<file path="src/rtl/pc_sequencer.sv">
// Program-counter owner for the single-cycle core: picks the next-PC mux select,
// handles stall/halt/resume, traps misaligned targets and counts retired instructions.
module pc_sequencer #(
    parameter int          N        = 32,
    parameter logic [N-1:0] RESET_PC = '0,
    parameter int          CNT_W    = 32
) (
    input  logic             i_clk,
    input  logic             i_rst,
    input  logic             i_stall,
    input  logic             i_branch_taken,
    input  logic             i_jalr,
    input  logic             i_halt_req,
    input  logic             i_resume,
    input  logic [N-1:0]     i_branch_target,
    input  logic [N-1:0]     i_jalr_target,
    output logic [N-1:0]     o_pc,
    output logic [1:0]       o_pc_src_sel,
    output logic             o_halted,
    output logic             o_fault,
    output logic [N-1:0]     o_fault_pc,
    output logic [CNT_W-1:0] o_retired_count,
    output logic [1:0]       o_state
);

    typedef enum logic [1:0] {
        ST_RUN    = 2'b00,
        ST_HALTED = 2'b01,
        ST_FAULT  = 2'b10
    } state_t;

    localparam logic [1:0] SEL_PC4  = 2'b00;
    localparam logic [1:0] SEL_JALR = 2'b01;
    localparam logic [1:0] SEL_BR   = 2'b10;
    localparam logic [1:0] SEL_HOLD = 2'b11;

    state_t           r_state;
    state_t           w_next_state;
    logic [N-1:0]     r_pc;
    logic [N-1:0]     r_fault_pc;
    logic [CNT_W-1:0] r_count;
    logic [1:0]       w_sel;
    logic             w_count_en;
    logic             w_capture;
    logic             w_misaligned;
    logic [N-1:0]     w_next_pc;

    // Only the path that would actually be taken is checked; jalr wins over branch.
    assign w_misaligned = i_jalr ? i_jalr_target[1]
                                 : (i_branch_taken && (i_branch_target[1:0] != 2'b00));

    always_comb begin
        w_next_state = r_state;
        w_sel        = SEL_HOLD;
        w_count_en   = 1'b0;
        w_capture    = 1'b0;
        unique case (r_state)
            ST_RUN: begin
                if (i_stall) begin
                    w_sel = SEL_HOLD;
                end else if (w_misaligned) begin
                    w_sel        = SEL_HOLD;
                    w_next_state = ST_FAULT;
                    w_capture    = 1'b1;
                end else if (i_halt_req) begin
                    w_sel        = SEL_HOLD;
                    w_next_state = ST_HALTED;
                    w_count_en   = 1'b1;
                end else if (i_jalr) begin
                    w_sel      = SEL_JALR;
                    w_count_en = 1'b1;
                end else if (i_branch_taken) begin
                    w_sel      = SEL_BR;
                    w_count_en = 1'b1;
                end else begin
                    w_sel      = SEL_PC4;
                    w_count_en = 1'b1;
                end
            end
            ST_HALTED: begin
                if (i_resume) begin
                    w_sel        = SEL_PC4;
                    w_next_state = ST_RUN;
                end
            end
            ST_FAULT: begin
                w_sel = SEL_HOLD;
            end
            default: begin
                w_sel        = SEL_HOLD;
                w_next_state = ST_FAULT;
            end
        endcase
    end

    always_comb begin
        w_next_pc = r_pc;
        unique case (w_sel)
            SEL_PC4:  w_next_pc = r_pc + N'(4);
            SEL_BR:   w_next_pc = i_branch_target;
            SEL_JALR: w_next_pc = i_jalr_target;
            default:  w_next_pc = r_pc;
        endcase
    end

    always_ff @(posedge i_clk) begin
        if (i_rst) begin
            r_state    <= ST_RUN;
            r_pc       <= RESET_PC;
            r_fault_pc <= '0;
            r_count    <= '0;
        end else begin
            r_state <= w_next_state;
            r_pc    <= w_next_pc;
            if (w_capture) begin
                r_fault_pc <= r_pc;
            end
            // Saturate instead of wrapping so a long run never reports a small count.
            if (w_count_en && (r_count != {CNT_W{1'b1}})) begin
                r_count <= r_count + CNT_W'(1);
            end
        end
    end

    assign o_pc            = r_pc;
    assign o_pc_src_sel    = w_sel;
    assign o_halted        = (r_state == ST_HALTED);
    assign o_fault         = (r_state == ST_FAULT);
    assign o_fault_pc      = r_fault_pc;
    assign o_retired_count = r_count;
    assign o_state         = r_state;

endmodule

</file>
<file path="config.mk">
export PLATFORM = sky130hd
export DESIGN_NAME = pc_sequencer
export DESIGN_NICKNAME = d
export VERILOG_FILES = /design/src/rtl/pc_sequencer.sv
export SDC_FILE = /design/constraint.sdc
export NUM_CORES = 1
export LEC_CHECK = 0
export ABC_AREA = 1
export BUFFER_PORTS_ARGS = -buffer_cell sky130_fd_sc_hd__buf_2
export CORE_MARGIN = 1
export CORE_UTILIZATION = 55
export DETAILED_ROUTE_END_ITERATION = 7
export MAX_ROUTING_LAYER = met4
export PLACE_DENSITY = 0.85
export RECOVER_POWER = 50
export SLEW_MARGIN = 20
export SYNTH_ARGS = -nofsm -noshare
export SYNTH_HDL_FRONTEND = slang
export SYNTH_SLANG_ARGS = --single-unit
</file>
<file path="constraint.sdc">
create_clock -name i_clk -period 4.1 [get_ports i_clk]
set_input_delay 0.615 -clock i_clk [delete_from_list [all_inputs] [get_ports i_clk]]
set_output_delay 0.615 -clock i_clk [all_outputs]
set_load 0.03 [all_outputs]
</file>
* Word level (Yosys, flattened, before mapping)
Cells that the tools add are included.
W data, S select, Z words.
** Cells by class
- Add/sub/neg operators :: 2
- Equal/unequal tests :: 8
- Muxes and demuxes :: 20
- Bitwise operators :: 1
- Reductions and logical operators :: 7
** Operators with widths (count)
- $pmux W32 S3 :: 1
- $add A32 B1 Y32 const B :: 1
- $add A32 B3 Y32 const B :: 1
- $ne A32 B32 Y1 const B :: 1
- $mux W2 :: 10
- $mux W1 :: 7
- $pmux W2 S3 :: 1
- $eq A2 B1 Y1 const B :: 2
- $eq A2 B2 Y1 const B :: 2
- $logic_not A2 Y1 :: 2
- $ne A2 B2 Y1 const B :: 2
- $pmux W2 S2 :: 1
- $reduce_and A4 Y1 :: 1
- $ne A3 B3 Y1 const B :: 1
- $reduce_bool A3 Y1 :: 1
- $logic_and A1 B1 Y1 :: 2
- $reduce_bool A2 Y1 :: 1
- $not A1 Y1 :: 1
** Word-level totals
- Register bits :: 98
- Input bits :: 71
- Word-level logic and storage cells :: 42

* Depth between registers and ports, before layout
- Word-level depth :: 8
- Mapped depth :: 16
- Mapped depth without buffers :: 14

* Worst setup path after synthesis
No wires, ideal clock.
- Path kind :: input-to-reg
- Start point :: input port i_branch_target[0]
- End point :: register r_pc[25], in the netlist o_pc[25]
- Arrival :: 2697 ps
- Setup slack :: 1333 ps
- Cell stages on the path :: 15
- Buffers on the path :: 3
- Cell sequence :: inv_1 -> nand2_1 -> a21oi_2 -> nand2_1 -> inv_1 -> nand2_1 -> a21oi_1 -> inv_1 -> ha_1 -> buf_2 -> clkinv_1 -> clkbuf_1 -> clkbuf_1 -> nand2_1 -> a21oi_1
** Between the ends
- Longest elaborated chain between the ends :: 8
** RTL lines
- start: declaration :: line 15 : input logic [N-1:0] i_branch_target,
- $reduce_bool A2 Y1 (*) :: line 50 : : (i_branch_taken && (i_branch_target[1:0] != 2'b00));
- $logic_and A1 B1 Y1 (*) :: line 50
- $mux W1 (*) :: line 49 : assign w_misaligned = i_jalr ? i_jalr_target[1]
- $mux W2 (*) :: line 61 : end else if (w_misaligned) begin
- $mux W2 (*) :: line 59 : if (i_stall) begin
- $pmux W2 S2 (*) :: line 57 : unique case (r_state)
- named net o_pc_src_sel[0] :: line 18 : output logic [1:0] o_pc_src_sel,
- $eq A2 B1 Y1 (tied with other cells) :: line 98 : unique case (w_sel)
- $pmux W32 S3 or $reduce_bool A3 Y1 (tied branches)
- end signal: assignment :: line 114 : r_pc <= w_next_pc;
- end: declaration :: line 39 : logic [N-1:0] r_pc;
The timed path passes the listed nets; every way through them passes the cells marked *.
A chain may end at the register's enable or synchronous reset.

* Worst setup path in the final report
- Start point :: input port i_branch_target[1]
- End point :: register r_pc[5], in the netlist o_pc[5]
** Between the ends
- Longest elaborated chain between the ends :: 8
** RTL lines (line)
- $reduce_bool A2 Y1 (*) :: 50
- $logic_and A1 B1 Y1 (*) :: 50
- $mux W1 (*) :: 49
- $mux W2 (*) :: 61
- $mux W2 (*) :: 59
- $pmux W2 S2 (*) :: 57
- $eq A2 B1 Y1 (tied with other cells) :: 98
- $pmux W32 S3 or $reduce_bool A3 Y1 (tied branches)
Every way passes the cells marked *; elsewhere a longest branch is shown, timed or not.

==> flow_metrics.env <==
export IMPL_rsz0062_at_grt="no"
export IMPL_cts_buffer_depth=2
export IMPL_drt_iter0_drc=535
export IMPL_vias_per_cell=5.47
export IMPL_fin_util_pct=66.4
export IMPL_numCtsBuffers=9
export IMPL_cts_root_buf="clkbuf_8"
export IMPL_dieArea_um2=11100
export IMPL_cts_setup_buffers=0
export IMPL_finalSetupViolCount=0
export IMPL_hp_class="register to register"
export IMPL_r2r_worst_path_cells=11
export IMPL_yosysWarnings=0
export IMPL_synthTopCellsByArea="dfxtp_1 (33%), nand2_1 (19%), a21oi_1 (9.4%)"
export IMPL_num_io_pins=173
export IMPL_place_congestion=0.967
export IMPL_drv_cap=0
export IMPL_tritoncts="done"
export IMPL_die_h_um=105
export IMPL_r2r_end="o_pc[5]$_SDFFE_PP0P_"
export IMPL_synth_top_area_share_pct=33.4
export IMPL_grt_antenna_before_repair=0
export IMPL_grt_util_met1_pct=41.1
export IMPL_area_delta_synth_final_pct=16.8
export IMPL_grt_busiest_layer="met2"
export IMPL_cp_end_kind="register"
export IMPL_syn_avg_cell_area_um2=6.31
export IMPL_clk_latency_ns=0.38
export IMPL_synth_commonest_cells="nand2_1 (304), a21oi_1 (110), nor2_1 (109)"
export IMPL_fin_nets=1154
export IMPL_grt_start_max_net_pins=74
export IMPL_reg2reg_from="o_state[1]$_SDFFE_PP0P_"
export IMPL_drive_above_1_share_pct=10.8
export IMPL_h_tree_depth=3
export IMPL_crit_type="input port to register"
export IMPL_antennaDiodeCount=0
export IMPL_max_stage_delay_ns=0.57
export IMPL_reg2reg_slack_ns=1.33
export IMPL_grt_pass1_wl_mm=28.8
export IMPL_wire_per_inst_um=14.7
export IMPL_cp_arrival_ns=3.01
export IMPL_path_max_fanout=31
export IMPL_synth_cells=929
export IMPL_postRouteAntennaNets=0
export IMPL_hold_depth=2
export IMPL_fin_worst_skew_ns=0.0124
export IMPL_syn_num_nets=1005
export IMPL_yosysTopAreaCell="dfxtp_1"
export IMPL_p_leak_nw=2.66
export IMPL_powerDensity_nw_per_um2=360
export IMPL_dr_pass1_iters=7
export IMPL_cts_hold_buf=0
export IMPL_num_rows=37
export IMPL_path_cells="buf_2 > inv_1 > nand2_1 > a21oi_2 > nand2_1 > inv_1 > nand2_1 > a21oi_1 > inv_1 > ha_1 > buf_4 > inv_1 > o21ai_0 > nand2_1 > a21oi_1"
export IMPL_vias=6669
export IMPL_worstHoldEndpoint="o_fault_pc[8]$_SDFFE_PP0P_"
export IMPL_tns_ns=0
export IMPL_grtUsageMet3_pct=5.50
export IMPL_grt_ovfl_total=0
export IMPL_dp_cells=1203
export IMPL_synth_main_ff_cell="dfxtp_1"
export IMPL_timing_final_crit_period_ns=2.77
export IMPL_yosysSeqAreaShare_pct=33.4
export IMPL_max_slew_margin_pct=23.9
export IMPL_critPathBufInv=6
export IMPL_async_flop_share_pct=0
export IMPL_hold_start="o_fault_pc[8]$_SDFFE_PP0P_"
export IMPL_grt_use_total_pct=33.2
export IMPL_place_ws_ns=1.02
export IMPL_dp_hpwl_mm=12.9
export IMPL_core_area_um2=10300
export IMPL_required_ns=4.33
export IMPL_slew_viol_final=0
export IMPL_outcome="finished clean"
export IMPL_critPathTopFamily="buffers and inverters"
export IMPL_cts_sinks=98
export IMPL_synth_cell_types=36
export IMPL_hold_violations=0
export IMPL_grtUsageMet2_pct=56.2
export IMPL_crit_slowest_cell="inv_1"
export IMPL_port_buffers=172
export IMPL_tightest_slew_ns=1.14
export IMPL_fmax_ghz=0.360
export IMPL_fin_cells=1219
export IMPL_netlist_area_um2=5870
export IMPL_first_global_vias=6034
export IMPL_die_x_um=105
export IMPL_start_util_pct=56.8
export IMPL_peakVddDrop_v=0.000178
export IMPL_cts_resized=0
export IMPL_clk_pin_slew_ns=0.10
export IMPL_routed_wl_mm=17.9
export IMPL_critPathLaunchType="input port"
export IMPL_fin_crit_sh_pct=67.7
export IMPL_drc=0
export IMPL_synth_most_common_cell="nand2_1"
export IMPL_synth_ff_latch_count=98
export IMPL_synth_edff_count=0
export IMPL_worst_slack_ns=1.33
export IMPL_fin_total_pwr_mw=2.46
power by group:
part	internal (mW)	switching [mW]
logic	0.195	0.467
registers	1.01	0.112
clock network	0.294	0.382
total	1.50	0.960
per-stage QoR:
step                cell area [µm²]  hold WS (ns)
global route                   6850         0.481
floorplan                      5870         0.589
detailed placement             6770         0.449
global placement               6770         0.446
CTS                            6980         0.464
finish                         6850         0.467
sequential cells by signal (all words and copies together), names as in the netlist:
| name | count |
|---|---|
| o_pc | 32 |
| o_state | 2 |
| o_retired_count | 32 |
| o_fault_pc | 32 |
worst register-to-register path, cell delays in order, from the launching register on:
cell     delay (ns)
dfxtp_1        0.50
nor3_1         0.14
nor2_1         0.15
inv_1          0.07
a21oi_1        0.19
inv_1          0.11
ha_1           0.21
buf_4          0.24
inv_1          0.58
o21ai_0        0.24
nand2_1        0.14
a21oi_1        0.07
worst max path at each step:
stage	start	endpoint	slack (ns)	cells past startpoint
after floorplan	i_branch_target[0]	o_pc[25]$_SDFFE_PP0P_	1.33	15
after global placement	i_branch_target[0]	o_pc[21]$_SDFFE_PP0P_	1.14	16
after detailed placement	i_branch_target[0]	o_pc[29]$_SDFFE_PP0P_	1.02	16
after CTS	i_branch_target[0]	o_pc[5]$_SDFFE_PP0P_	1.40	15
after global routing	i_branch_target[1]	o_pc[21]$_SDFFE_PP0P_	1.08	16
final	i_branch_target[1]	o_pc[5]$_SDFFE_PP0P_	1.33	15
layout make-up:
cell class                 instances  area (µm²)
timing repair buffer             180         797
inverter                          64         243
clock inverter                     7        85.1
fill                            1016        3470
tap                              136         170
clock buffer                       9         124
sequential                        98        1960
multi-input combinational        725        3470
cell usage in the layout, fill, tap and decap left out, types with 2 or more instances in the layout:
cell type | Yosys | routed
nor2_4 | 2 | 2
nor2_1 | 109 | 109
xnor2_1 | 4 | 4
clkinvlp_4 | 0 | 2
nor2_2 | 9 | 9
nand2_2 | 1 | 2
nand2_1 | 304 | 303
clkbuf_1 | 33 | 99
nand4_1 | 3 | 3
a21oi_1 | 110 | 110
o211ai_1 | 4 | 4
buf_4 | 2 | 8
a22o_1 | 26 | 26
buf_2 | 3 | 73
o211a_1 | 4 | 4
ha_1 | 5 | 5
inv_1 | 62 | 62
nand3b_1 | 12 | 12
dfxtp_1 | 98 | 98
nand3_1 | 67 | 67
clkbuf_8 | 0 | 9
nor3_1 | 4 | 4
xor2_1 | 15 | 15
o21ai_0 | 35 | 35
inv_8 | 0 | 2
nand2_4 | 2 | 2
logic make-up (layout without fill, tap and decap cells):
logic type	Yosys count	in the layout	share of synthesized area (%)
compound gates	184	184	18.2
simple gates	517	517	37.1
xor+xnor	19	19	2.84
flops	98	98	33.4
fa+ha+maj	5	5	1.07
buf+inv	106	260	7.40
per-layer routing:
metal | part of all wire, % | vias to the layer above | routed length (µm)
met5 | 0 | - | 0
met4 | 1.7 | 0 | 303
met3 | 7.6 | 30 | 1360
met2 | 49 | 300 | 8770
met1 | 42 | 3010 | 7460
li1 | - | 3329 | -
(Power assumes the default switching activity.)
